### config.mk
export PLATFORM = sky130hd
export DESIGN_NAME = instr_align_decoder
export DESIGN_NICKNAME = d
export VERILOG_FILES = /design/src/rtl/instr_align_decoder_pkg.sv /design/src/rtl/instr_fields_decode.sv /design/src/rtl/instr_align_decoder.sv
export SDC_FILE = /design/constraint.sdc
export NUM_CORES = 1
export LEC_CHECK = 0
export CORE_ASPECT_RATIO = 0.75
export CORE_MARGIN = 2
export CORE_UTILIZATION = 50
export DETAILED_ROUTE_END_ITERATION = 16
export PLACE_DENSITY = 0.77
export REMOVE_ABC_BUFFERS = 1
export SYNTH_ARGS = -nofsm -noshare
export SYNTH_HDL_FRONTEND = slang
export SYNTH_HIERARCHICAL = 1
export SYNTH_SLANG_ARGS = --single-unit
### constraint.sdc
create_clock -name clk -period 7.55 [get_ports clk]
set_input_delay 1.8875 -clock clk [delete_from_list [all_inputs] [get_ports clk]]
set_output_delay 1.8875 -clock clk [all_outputs]
set_load 0.01 [all_outputs]
### src/rtl/instr_align_decoder_pkg.sv
// Shared types and helpers for the instruction align/decode front-end.
`default_nettype none

package instr_align_decoder_pkg;

  localparam int HW_W        = 16;
  localparam int INSTR_MAX_W = 48;

  typedef enum logic [1:0] {
    GRP_16  = 2'b00,
    GRP_32A = 2'b01,
    GRP_32B = 2'b10,
    GRP_48  = 2'b11
  } instr_group_t;

  typedef struct packed {
    instr_group_t group;
    logic         flag;
    logic [4:0]   oper;
    logic [3:0]   ra;
    logic [3:0]   rb;
    logic [3:0]   rc;
    logic [3:0]   rd;
    logic [3:0]   re;
    logic [3:0]   rf;
    logic [3:0]   rg;
    logic [3:0]   rh;
    logic [3:0]   rx;
    logic [1:0]   imm2;
    logic [31:0]  imm_u16;
    logic [31:0]  imm_s16;
    logic [31:0]  imm_s12;
    logic [31:0]  imm32;
  } instr_fields_t;

  function automatic logic [1:0] instr_len_hw(input instr_group_t group);
    case (group)
      GRP_16:  instr_len_hw = 2'd1;
      GRP_48:  instr_len_hw = 2'd3;
      default: instr_len_hw = 2'd2;
    endcase
  endfunction

endpackage

`default_nettype wire

### src/rtl/instr_fields_decode.sv
// Combinational field extraction from a left-justified 48-bit instruction.
`default_nettype none

module instr_fields_decode
  import instr_align_decoder_pkg::*;
(
  input  logic [INSTR_MAX_W-1:0] instr,
  output instr_fields_t          fields
);

  logic [HW_W-1:0] hw0, hw1, hw2;
  logic            is_grp2;

  assign hw0     = instr[47:32];
  assign hw1     = instr[31:16];
  assign hw2     = instr[15:0];
  assign is_grp2 = (hw0[15:14] == 2'b10);

  always_comb begin
    fields         = '0;
    fields.group   = instr_group_t'(hw0[15:14]);
    fields.flag    = hw0[13];
    fields.oper    = hw0[12:8];
    fields.ra      = hw0[7:4];
    fields.rb      = hw0[3:0];
    fields.rc      = hw1[15:12];
    fields.rd      = hw1[11:8];
    fields.re      = hw1[7:4];
    fields.rf      = hw1[3:0];
    fields.rg      = hw2[15:12];
    fields.rh      = hw2[11:8];
    // Group 2 has no third halfword, so its rx/imm2 live in hw1.
    fields.rx      = is_grp2 ? hw1[7:4] : hw2[7:4];
    fields.imm2    = is_grp2 ? hw1[1:0] : hw2[1:0];
    fields.imm_u16 = {16'h0, hw1};
    fields.imm_s16 = {{16{hw1[15]}}, hw1};
    fields.imm_s12 = {{20{hw1[11]}}, hw1[11:0]};
    fields.imm32   = {hw1, hw2};
  end

endmodule

`default_nettype wire

### src/rtl/instr_align_decoder.sv
// Buffers fetch beats in a halfword ring, splits them into 16/32/48-bit
// instructions and presents each decoded instruction through a registered valid/ready port.
`default_nettype none

module instr_align_decoder
  import instr_align_decoder_pkg::*;
#(
  parameter int FETCH_HW = 2,
  parameter int Q_DEPTH  = 8,
  parameter int PC_W     = 32
) (
  input  logic                          clk,
  input  logic                          rst,
  input  logic                          flush,
  input  logic                          fetch_valid,
  output logic                          fetch_ready,
  input  logic [HW_W*FETCH_HW-1:0]      fetch_data,
  input  logic [PC_W-1:0]               fetch_pc,
  output logic                          out_valid,
  input  logic                          out_ready,
  output logic [PC_W-1:0]               out_pc,
  output logic [1:0]                    out_len,
  output logic [INSTR_MAX_W-1:0]        out_instr,
  output logic [$bits(instr_fields_t)-1:0] out_fields
);

  localparam int AW  = $clog2(Q_DEPTH);
  localparam int CW  = AW + 1;
  localparam int SKW = (FETCH_HW > 1) ? $clog2(FETCH_HW) : 1;
  localparam logic [CW-1:0] FREE_LIM = CW'(Q_DEPTH - FETCH_HW);
  localparam logic [CW-1:0] BEAT_HW  = CW'(FETCH_HW);

  generate
    if (FETCH_HW != 1 && FETCH_HW != 2 && FETCH_HW != 4) begin : g_bad_fetch_hw
      $error("FETCH_HW must be 1, 2 or 4");
    end
    if ((Q_DEPTH & (Q_DEPTH - 1)) != 0 || Q_DEPTH < FETCH_HW + 2) begin : g_bad_q_depth
      $error("Q_DEPTH must be a power of two and at least FETCH_HW+2");
    end
  endgenerate

  typedef enum logic [0:0] {
    AWAIT_PC = 1'b0,
    RUN      = 1'b1
  } state_t;

  state_t            state;
  logic [HW_W-1:0]   q_mem [Q_DEPTH];
  logic [AW-1:0]     head, tail;
  logic [CW-1:0]     count;
  logic [PC_W-1:0]   pc_q;

  logic [SKW-1:0]    skip, eff_skip;
  logic              accept, load;
  logic [CW-1:0]     push_n, pop_n;
  logic [HW_W-1:0]   hw0, hw1, hw2;
  logic [1:0]        head_len;
  logic [INSTR_MAX_W-1:0] assembled;
  instr_fields_t     dec_fields;

  generate
    if (FETCH_HW == 1) begin : g_skip_none
      assign skip = '0;
    end else begin : g_skip_pc
      assign skip = fetch_pc[SKW:1];
    end
  endgenerate

  // Only registered state feeds fetch_ready, keeping out_ready off this path.
  assign fetch_ready = !rst && !flush && (count <= FREE_LIM);
  assign accept      = fetch_valid && fetch_ready;
  assign eff_skip    = (state == RUN) ? '0 : skip;
  assign push_n      = accept ? (BEAT_HW - CW'(eff_skip)) : '0;

  assign hw0      = q_mem[head];
  assign hw1      = q_mem[head + AW'(1)];
  assign hw2      = q_mem[head + AW'(2)];
  assign head_len = instr_len_hw(instr_group_t'(hw0[15:14]));

  assign load  = (!out_valid || out_ready) && (state == RUN) &&
                 (count >= {{(CW-2){1'b0}}, head_len});
  assign pop_n = load ? {{(CW-2){1'b0}}, head_len} : '0;

  assign assembled = {hw0,
                      (head_len >= 2'd2) ? hw1 : {HW_W{1'b0}},
                      (head_len == 2'd3) ? hw2 : {HW_W{1'b0}}};

  instr_fields_decode u_decode (
    .instr  (assembled),
    .fields (dec_fields)
  );

  // Ring storage needs no reset; only head/tail/count define its contents.
  always_ff @(posedge clk) begin
    if (accept) begin
      for (int i = 0; i < FETCH_HW; i++) begin
        if (i >= int'(eff_skip)) begin
          q_mem[tail + AW'(i) - AW'(eff_skip)] <= fetch_data[HW_W*(FETCH_HW-i)-1 -: HW_W];
        end
      end
    end
  end

  always_ff @(posedge clk) begin
    if (rst) begin
      state      <= AWAIT_PC;
      head       <= '0;
      tail       <= '0;
      count      <= '0;
      pc_q       <= '0;
      out_valid  <= 1'b0;
      out_pc     <= '0;
      out_len    <= '0;
      out_instr  <= '0;
      out_fields <= '0;
    end else if (flush) begin
      state     <= AWAIT_PC;
      head      <= '0;
      tail      <= '0;
      count     <= '0;
      out_valid <= 1'b0;
    end else begin
      count <= count + push_n - pop_n;
      tail  <= tail + push_n[AW-1:0];
      head  <= head + pop_n[AW-1:0];
      if (accept && state == AWAIT_PC) begin
        state <= RUN;
        pc_q  <= fetch_pc;
      end
      if (load) begin
        out_valid  <= 1'b1;
        out_pc     <= pc_q;
        out_len    <= head_len;
        out_instr  <= assembled;
        out_fields <= dec_fields;
        pc_q       <= pc_q + PC_W'({head_len, 1'b0});
      end else if (out_valid && out_ready) begin
        out_valid <= 1'b0;
      end
    end
  end

endmodule

`default_nettype wire

# Word level (Yosys, flattened, before mapping)
# Memories as Yosys holds them, arrays and structs flattened. A register that Yosys moved wholly into a read port is not among the register bits.
# Index checks and enable logic that the tools add are counted.
# Widths: inputs -> output; s select.
[word_totals]
ram_bits = 128
in_bits = 69
wordCells = 66
mem_count = 1
ff_bits = 284
out_inout_bits = 258
[op_classes]
magnitude_cmp = 4
reduce_logical = 17
mux = 18
n_addsub = 11
eq_ne = 3
bitwise = 2
[memory_table]
columns = ["name", "words", "word_bits", "rd", "rd_ports_with_merged_regs", "write_ports", "line_no", "rtl"]
rows = [
  ["q_mem", 8, 16, 3, 1, 2, "instr_align_decoder.sv:48", "logic [HW_W-1:0] q_mem [Q_DEPTH];"],
]
[op_table]
columns = ["op", "count"]
rows = [
  ["$mux 32", 2],
  ["$add 32x3->32", 1],
  ["$mux 16", 2],
  ["$mux 1", 8],
  ["$mux 4", 2],
  ["$logic_and 1x1->1", 7],
  ["$add 3x1->3 const B", 2],
  ["$eq 2x2->1 const B", 3],
  ["$sub 3x1->3", 2],
  ["$add 4x4->4", 1],
  ["$ge 4x2->1", 1],
  ["$le 4x3->1 const B", 1],
  ["$mux 2", 2],
  ["$pmux 2 s2", 1],
  ["$reduce_and 2->1", 2],
  ["$reduce_bool 2->1", 2],
  ["$sub 4x2->4", 1],
  ["$add 3x2->3", 1],
  ["$add 3x2->3 const B", 1],
  ["$add 3x3->3", 1],
  ["$logic_not 1->1", 3],
  ["$mux 3", 1],
  ["$sub 2x1->3 const A", 1],
  ["$ge 2x2->1 const B", 1],
  ["other kinds (5)", 6],
]

# Longest topological paths before layout
# Gate-level depths: netlist (run 1).
[logic_depth]
word_depth = 7
depth_mapped = 21
ltp_nobuf = 17

# Hierarchy
# Netlist (run 1), hierarchy kept.
[modules_own_cells]
columns = ["module", "cells_per_inst", "n_inst", "area_per_inst_um2", "seq_area_each_um2"]
rows = [
  ["instr_align_decoder", 2001, 1, 20484.6, 9849.4],
  ["instr_fields_decode", 177, 1, 1380.1, 0.0],
]

# Worst setup path before layout (run 1)
# OpenSTA, ideal clock, no wires.
[synth_path]
path_kind = "register to register"
startpoint = "register, netlist name head[1]"
endpoint = "register count[3]"
t_required_ps = 7426
setup_ps = 124
path_buffers = 4
path_stages_with_launch = 22
slack_ps = 2847
t_arrival_ps = 4579
path_cell_list = "dfxtp_1 > buf_2 > buf_2 > buf_4 > mux4_2 > mux2_2 > inv_1 > ha_1 > inv_1 > ha_1 > nor2b_1 > o21ai_1 > nand2_1 > clkbuf_1 > nor2_1 > fa_1 > inv_1 > ha_1 > a21o_1 > a21oi_1 > xnor2_1 > nor2_1"
[synth_lines]
columns = ["element", "line_no", "rtl"]
rows = [
  ["to (signal assigned)", "instr_align_decoder.sv:123", "count <= count + push_n - pop_n;"],
  ["to (decl)", "instr_align_decoder.sv:50", "logic [CW-1:0] count;"],
]

# Worst setup path in the final report (run 1)
[layout_path]
startpoint = "input port flush"
endpoint = "output port fetch_ready"
[layout_between]
elab_chain_cells = 3
[layout_rtl]
columns = ["element", "line_no", "rtl"]
rows = [
  ["from (decl)", "instr_align_decoder.sv:14", "input logic flush,"],
  ["$logic_not 1->1", "instr_align_decoder.sv:70", "assign fetch_ready = !rst && !flush && (count <= FREE_LIM);"],
  ["$logic_and 1x1->1 (2 in series)", "instr_align_decoder.sv:70", ""],
  ["to (decl)", "instr_align_decoder.sv:16", "output logic fetch_ready,"],
]
# No other way between the ends.

==> results of run 1 <==
final cells by class:
type	count	area, µm²	share of cell area [%]
sequential	428	9858	38.59
tap	578	723.2	2.831
multi-input combinational	1407	10030	39.27
antenna	3	7.507	0.02938
inverter	37	138.9	0.5436
clock inverter	15	91.34	0.3575
clock buffer	64	1284	5.025
timing repair buffer	342	3413	13.36
Yosys cell counts, types with 9 or more instances:
cell        n  area [µm²]
o31a_1      9       78.83
o32ai_1    13       113.9
mux4_2     96        2162
edfxtp_1  128        3844
nor4_1     12       75.07
and2_1      9       56.30
nor2_1     72       270.3
o21ai_1    13       65.06
o21ai_0    17       85.08
nand4_1    17       106.4
and3_1     11       68.82
buf_4     174        1306
mux2_2     29       326.6
nor3_1     26       130.1
buf_2      36       180.2
nor2b_1    17       106.4
dfxtp_1   300        6006
ha_1       21       262.8
nand3_1    15       75.07
inv_1      37       138.9
buf_6       9       101.4
mux2i_1    33       330.3
mux2_4     24       360.4
clkbuf_1   95       356.6
a21oi_1   268        1341
nand2_1   501        1881
mux2_1     97        1092
cell families (layout without fill, tap and decap cells):
family	after synthesis	count (layout)	synth area share (%)
and+or+nand+nor	708	708	14.11
DFF	428	428	45.05
AOI/OAI and AO/OA	368	368	9.580
buffers and inverters	358	458	9.648
muxes	279	279	19.54
adders and majority gates	26	26	1.660
xor gates and xnor gates	10	10	0.4006
other	1	19	0.01715
placed cells by master (no fill, tap or decap), types with 16 or more instances in the layout:
cell	count
a21oi_1	266
clkbuf_16	46
clkdlybuf4s50_1	325
conb_1	16
dfxtp_1	297
edfxtp_1	128
ha_1	20
inv_1	37
mux2_1	97
mux2_2	29
mux2_4	24
mux2i_1	33
mux4_2	96
nand2_1	500
nand4_1	17
nor2_1	71
nor2b_1	17
nor3_1	26
worst min-delay path by stage:
stage,from,to
floorplan,pc_q[0],out_pc[0]
global placement,out_fields[16],out_fields[16]
detailed placement,out_fields[117],out_fields[117]
CTS,out_fields[117],out_fields[117]
global route,out_fields[35],out_fields[35]
finish,out_fields[93],out_fields[93]
layer usage:
metal	track usage (%)	wire length (µm)
met1	32.54	23360
met2	39.69	27330
met3	4.564	4807
met4	7.345	1494
met5	0	0
registers in the layout (all words and copies together), names as in the netlist:
| signal | count |
|---|---|
| head | 3 |
| out_instr | 48 |
| tail | 3 |
| q_mem | 128 |
| out_fields | 174 |
| out_pc | 32 |
| out_len | 2 |
| out_valid | 1 |
| state | 1 |
| count | 4 |
| pc_q | 32 |
report_power, final:
part / switching, mW / internal (mW) / total (mW)
logic: 0.253 / 0.185 / 0.438
clock network: 0.918 / 1.18 / 2.10
registers: 0.0378 / 2.41 / 2.45
total: 1.21 / 3.78 / 4.98
per-stage QoR:
stage	hold slack (ns)	utilization (%)
finish	0.4525	59.04
global route	0.4682	59.04
floorplan	0.4251	-
CTS	0.4539	59.02
global placement	0.4409	55.85
detailed placement	0.4453	55.85
worst register-to-register path: stages, from the launching register on:
cell and delay, ns:
dfxtp_4 0.92, mux4_2 0.61, mux2_2 0.35, inv_1 0.12, ha_1 0.27, inv_1 0.11, ha_1 0.24, nor2b_1 0.16
o21ai_1 0.09, buf_4 0.20, nand2_1 0.71, nor2_1 0.22, fa_1 0.56, inv_1 0.07, ha_1 0.29, a21o_1 0.18
a21oi_1 0.18, xnor2_1 0.16, nor2_1 0.06
==> flow_summary.ini, run 1 <==
[run_status]
status = completed

[global_routing]
grt_max_degree = 188
grt_pass1_wl_mm = 87.06
grt_antenna_before_repair = 3
grt_overflow = 0
grt_usage_pct = 24.16
grt_pass1_vias = 15540

[worst_setup_path]
cp_common_cell = clkdlybuf4s50_1
end_kind = output pin
cp-endpoint = fetch_ready
crit_slowest_cell = clkdlybuf4s50_1
reg2reg_to = count[3]
worstRegToRegCells = 18
critPathKind = input port to output pin
reg2reg_setup_slack_ns = 1.95
critPathBufInv = 3
cp_max_fo = 9
reg2reg_from = head[0]
path_cells = clkdlybuf4s50_1, inv_1, nand2_1, nor3_1, clkdlybuf4s50_1
slowest_delay_ns = 0.61
cp_data_arrival_time_ns = 3.84
cp_top_family = buffers and inverters
crit_cells = 5
crit_required_ns = 5.66
cp-startpoint = flush
start_kind = input port

[cells_and_area]
layout.cells.non_filler = 2874
drive_gt1_share_pct = 12.08
fillers = 3507
area_growth_pct = 16.85
final_cell_area_um2 = 25550
fin_nets = 2355

[timing]
hold_viol_final = 0
timing.fmax_ghz = 0.1746
slew-limit-headroom_pct = 7.389
finalCritPeriodShare_pct = 75.84
final_max_slew_viol_count = 0
grt_setup_unrepaired = no
fin_tns_setup_ns = 0
period_minus_slack_ns = 5.726
final-setup-viol-count = 0
skew_ns = 0.02687
setup_slack_ns = 1.824
worst_pin_slew_ns = 1.389

[synthesis]
synth_cell_types = 77
postSynthCellCount = 2178
async_reset_ff_share_pct = 0
synth_ff_type = dfxtp_1
synth_edf_count = 128
yosysSeqAreaShare_pct = 45.05
synth_area_per_cell_um2 = 10.04
syn_area_um2 = 21860
synth_warnings = 6
ys_seq_elements = 428

[clock_tree]
clock-sinks = 428
cts_tree = done
insertion_delay_ns = 0.57
clk_pin_slew_ns = 0.06
postCtsSetupBuffers = 0
cts_max_level = 2
clock_path_buffers = 3
cts_buffers = 44
postCtsResizedCells = 0
hold_buffers = 0
cts_root_buffer = clkbuf_16

[route]
drt-initial-drc-count = 1346
dr.pass1.iters = 5
drc = 0
wl_mm = 56.99
via_count = 16553
via_per_inst = 5.760
routedWlPerCell_um = 19.83
antenna_left = 0

[power_and_ir_drop]
power_leakage_nw = 8.306
powerDensity_nw_per_um2 = 195.1
ir_drop_mv = 0.1684
total_power_mw = 4.985

[place]
gp_congestion = 0.8746
post_dp_cell_area_um2 = 24170
port-buffer-count = 326
dpl.cell_count = 2792
post-place-ws_ns = 1.882
hpwl_mm = 37.67

[floorplanning]
fp-row-count = 66
die_x_um = 245.5
die_area_um2 = 45440
initial_core_util_pct = 50.53
core_area_um2 = 43270
dieHeight_um = 185.1
ioPinCount = 327

[job]
cap_violations = 0

[hold_path]
hold_path.class = flip-flop to flip-flop
hold_depth = 2
No activity file was read; power rests on OpenSTA's default activity.
==> run 2: changes to the inputs <==
==> constraint.sdc (replaced) <==
create_clock -name clk -period 6 [get_ports clk]
set_input_delay 1.5 -clock clk [delete_from_list [all_inputs] [get_ports clk]]
set_output_delay 1.5 -clock clk [all_outputs]
set_load 0.01 [all_outputs]
==> flow_summary.ini, run 2 (synthesized netlist as in run 1, its figures left out) <==
[clock_tree]
cts_root_buffer = clkbuf_16
cts_tree = done
cts_buffers = 44
postCtsResizedCells = 0
cts_max_level = 2
hold_buffers = 0
clock-sinks = 428
clock_path_buffers = 3
insertion_delay_ns = 0.56
clk_pin_slew_ns = 0.06
postCtsSetupBuffers = 0

[worst_setup_path]
cp_max_fo = 9
critPathKind = input port to output pin
cp_common_cell = clkdlybuf4s50_1
slowest_delay_ns = 0.60
path_cells = clkdlybuf4s50_1, inv_1, nand2_1, nor3_1, clkdlybuf4s50_1
crit_required_ns = 4.50
cp_data_arrival_time_ns = 3.38
cp_top_family = buffers and inverters
end_kind = output pin
crit_slowest_cell = clkdlybuf4s50_1
start_kind = input port
critPathBufInv = 3

[timing]
hold_viol_final = 0
worst_pin_slew_ns = 1.238
final_max_slew_viol_count = 0
finalCritPeriodShare_pct = 81.34
timing.fmax_ghz = 0.2049
slew-limit-headroom_pct = 17.47
final-setup-viol-count = 0
skew_ns = 0.02205
period_minus_slack_ns = 4.881
grt_setup_unrepaired = no

[global_routing]
grt_overflow = 0
grt_max_degree = 105
grt_usage_pct = 24.11
grt_pass1_vias = 15697
grt_pass1_wl_mm = 86.97
grt_antenna_before_repair = 5

[route]
antenna_left = 0
drt-initial-drc-count = 1257
routedWlPerCell_um = 19.51
via_count = 16550
wl_mm = 56.40
drc = 0
dr.pass1.iters = 5
via_per_inst = 5.725

[place]
post_dp_cell_area_um2 = 24290
hpwl_mm = 37.84
port-buffer-count = 326
gp_congestion = 0.8700

[cells_and_area]
fillers = 3476
area_growth_pct = 18.00
drive_gt1_share_pct = 12.74
final_cell_mix = 500 x nand2_1, 325 x clkdlybuf4s50_1, 297 x dfxtp_1, 266 x a21oi_1, 128 x edfxtp_1
largest_register_ffs = 174
final_util_pct = 59.62
fin_nets = 2368
final_common_cell = nand2_1
multi_input_area_um2 = 10030
final_cell_area_um2 = 25800
seq_area_um2 = 9858
reg_top3 = out_fields: 174 flops, q_mem: 128 flops, out_instr: 48 flops
regMostFlops = out_fields

[power_and_ir_drop]
ir_drop_mv = 0.1682
powerDensity_nw_per_um2 = 251.0
total_power_mw = 6.475
power_leakage_nw = 8.438

[job]
cap_violations = 0

[hold_path]
hold_path.class = flip-flop to flip-flop

[floorplanning]
dieHeight_um = 185.1
fp-row-count = 66
ioPinCount = 327
core_area_um2 = 43270
initial_core_util_pct = 50.53
die_x_um = 245.5
die_area_um2 = 45440

[run_status]
status = completed
[run 2: worst register-to-register path, stage by stage, from the launching register on]
cell and delay (ns):
dfxtp_4 0.66, mux4_2 0.57, mux2_2 0.34, inv_1 0.12, ha_1 0.22, inv_1 0.08
ha_1 0.28, nor2b_1 0.05, o21a_1 0.19, buf_4 0.23, o21ai_2 0.92, nand2_1 0.66
o32ai_1 0.31
[run 2: power by group]
group	switching [mW]	internal, mW	leakage (nW)
combinational	0.319	0.238	4.12
sequential	0.0456	3.03	3.58
clock	1.17	1.67	0.741
[run 2: layer usage]
metal	vias to the layer above	part of all wire, %	global-route usage (%)
met5	-	0	0
met4	0	2.9	8.145
met3	112	8.1	4.665
met2	723	48	39.15
met1	8046	42	32.47
li1	7669	-	-
[run 2: worst paths after layout]
check / from / end / slack (ns) / depth (start not counted)
worst max-delay path: flush / fetch_ready / 1.12 / 5
worst min-delay path: out_fields[156] / out_fields[156] / 0.45 / 2
worst max register to register: head[0] / pc_q[9] / 1.26 / 12
worst min register to register: out_fields[156] / out_fields[156] / 0.45 / 2
[run 2: final cells by class]
class / count / area share (%)
Clock buffer: 57 / 4.782
Multi-Input combinational cell: 1407 / 38.88
Inverter: 37 / 0.5383
Tap cell: 578 / 2.803
Clock inverter: 24 / 1.028
Sequential cell: 428 / 38.21
Antenna cell: 5 / 0.04850
Timing Repair Buffer: 355 / 13.71
[run 2: metrics by stage]
step                      hold WS [ns]  worst slack [ns]  cells   TNS, ns
final                           0.4525             1.119   2891         0
after global routing            0.4680            0.9969   2890         0
after global placement          0.4408             1.122   2805         0
after floorplan                 0.4251            -8.705   1872  -2075.28
after detailed placement        0.4458             1.130   2805         0
after CTS                       0.4542             1.113   2886         0
==> run 3: changes to the inputs <==
==> constraint.sdc (replaced) <==
create_clock -name clk -period 5 [get_ports clk]
set_input_delay 1.25 -clock clk [delete_from_list [all_inputs] [get_ports clk]]
set_output_delay 1.25 -clock clk [all_outputs]
set_load 0.01 [all_outputs]
==> flow_summary.ini, run 3 (synthesized netlist as in run 1, its figures left out) <==
[floorplanning]
ioPinCount = 327
core_area_um2 = 43270
die_area_um2 = 45440
die_x_um = 245.5
dieHeight_um = 185.1
fp-row-count = 66
initial_core_util_pct = 50.53

[global_routing]
grt_pass1_wl_mm = 87.87
grt_usage_pct = 24.44
grt_antenna_before_repair = 1
grt_pass1_vias = 15670
grt_max_degree = 240
grt_overflow = 0

[clock_tree]
postCtsSetupBuffers = 0
cts_tree = done
cts_max_level = 2
cts_buffers = 45
clock_path_buffers = 3
clk_pin_slew_ns = 0.06
insertion_delay_ns = 0.57
postCtsResizedCells = 0
clock-sinks = 428
hold_buffers = 0
cts_root_buffer = clkbuf_16

[route]
wl_mm = 57.60
via_per_inst = 5.749
antenna_left = 0
via_count = 16650
dr.pass1.iters = 5
drt-initial-drc-count = 1305
routedWlPerCell_um = 19.89
drc = 0

[worst_setup_path]
end_kind = flip-flop
crit_required_ns = 5.46
reg2reg_setup_slack_ns = 0.57
cp_data_arrival_time_ns = 4.89
start_kind = flip-flop
cp-endpoint = pc_q[12]
critPathKind = flip-flop to flip-flop
reg2reg_to = pc_q[12]
cp-startpoint = head[1]
cp_max_fo = 25
worstRegToRegCells = 12
reg2reg_from = head[1]

[timing]
hold_viol_final = 0
timing.fmax_ghz = 0.2255
final_max_slew_viol_count = 0
fin_tns_setup_ns = 0
slew-limit-headroom_pct = 3.660
skew_ns = 0.01989
period_minus_slack_ns = 4.434
finalCritPeriodShare_pct = 88.68
whs_ns = 0.4525
final-setup-viol-count = 0
worst_pin_slew_ns = 1.445
grt_setup_unrepaired = no
setup_slack_ns = 0.5662

[place]
hpwl_mm = 38.00
dpl.cell_count = 2811
port-buffer-count = 326
post-place-ws_ns = 0.7588
gp_congestion = 0.8632
post_dp_cell_area_um2 = 24360

[hold_path]
hold_path.class = flip-flop to flip-flop
min-delay-start = out_fields[29]

[cells_and_area]
final_util_pct = 59.92
regMostFlops = out_fields
reg_top3 = out_fields: 174 flops, q_mem: 128 flops, out_instr: 48 flops
final_common_cell = nand2_1
fillers = 3471
fin_nets = 2375
largest_register_ffs = 174
final_cell_mix = 500 x nand2_1, 325 x clkdlybuf4s50_1, 297 x dfxtp_1, 266 x a21oi_1, 128 x edfxtp_1
final_cell_area_um2 = 25930
area_growth_pct = 18.58
layout.cells.non_filler = 2896
drive_gt1_share_pct = 13.12

[power_and_ir_drop]
ir_drop_mv = 0.2310
total_power_mw = 7.867
power_leakage_nw = 8.519
powerDensity_nw_per_um2 = 303.4

[run_status]
status = completed

[job]
cap_violations = 0
[run 3: area by class of cell]
cell class | instances | area (µm²) | area share, %
diodes | 1 | 2.502 | 0.009652
well taps | 578 | 723.2 | 2.789
inverters | 37 | 138.9 | 0.5357
repair buffers | 361 | 3606 | 13.91
clock buffers | 64 | 1376 | 5.309
clock inverters | 20 | 188.9 | 0.7287
flip-flops and latches | 428 | 9858 | 38.02
multi-input cells | 1407 | 10030 | 38.69
[run 3: worst min-delay path by stage]
stage / to / depth (start not counted)
3_3_place_gp: out_fields[81] / 2
2_1_floorplan: out_pc[0] / 2
5_1_grt: out_fields[156] / 2
3_5_place_dp: out_fields[100] / 2
4_1_cts: out_fields[100] / 2
6_report: out_fields[29] / 2
[run 3: worst max-delay path, cell delays in order (launching register included)]
cell	delay (ns)
dfxtp_4	0.60
mux4_2	0.37
mux2_2	0.34
inv_1	0.11
ha_1	0.20
inv_1	0.09
ha_1	0.29
nor2b_1	0.06
o21a_1	0.23
buf_4	0.24
o21ai_2	0.87
nand2_1	0.62
o32ai_1	0.31
[run 3: report_power, final]
part	total, mW	switching [mW]	internal, mW
clock network	3.50	1.41	2.08
logic	0.680	0.389	0.290
registers	3.69	0.0531	3.64
[run 3: routing by layer]
metal / wire length (µm) / vias up / track usage (%)
met5: 0 / - / 0
met4: 1630 / 0 / 7.976
met3: 4695 / 126 / 4.535
met2: 27330 / 715 / 39.40
met1: 23940 / 8141 / 33.39
li1: - / 7668 / -
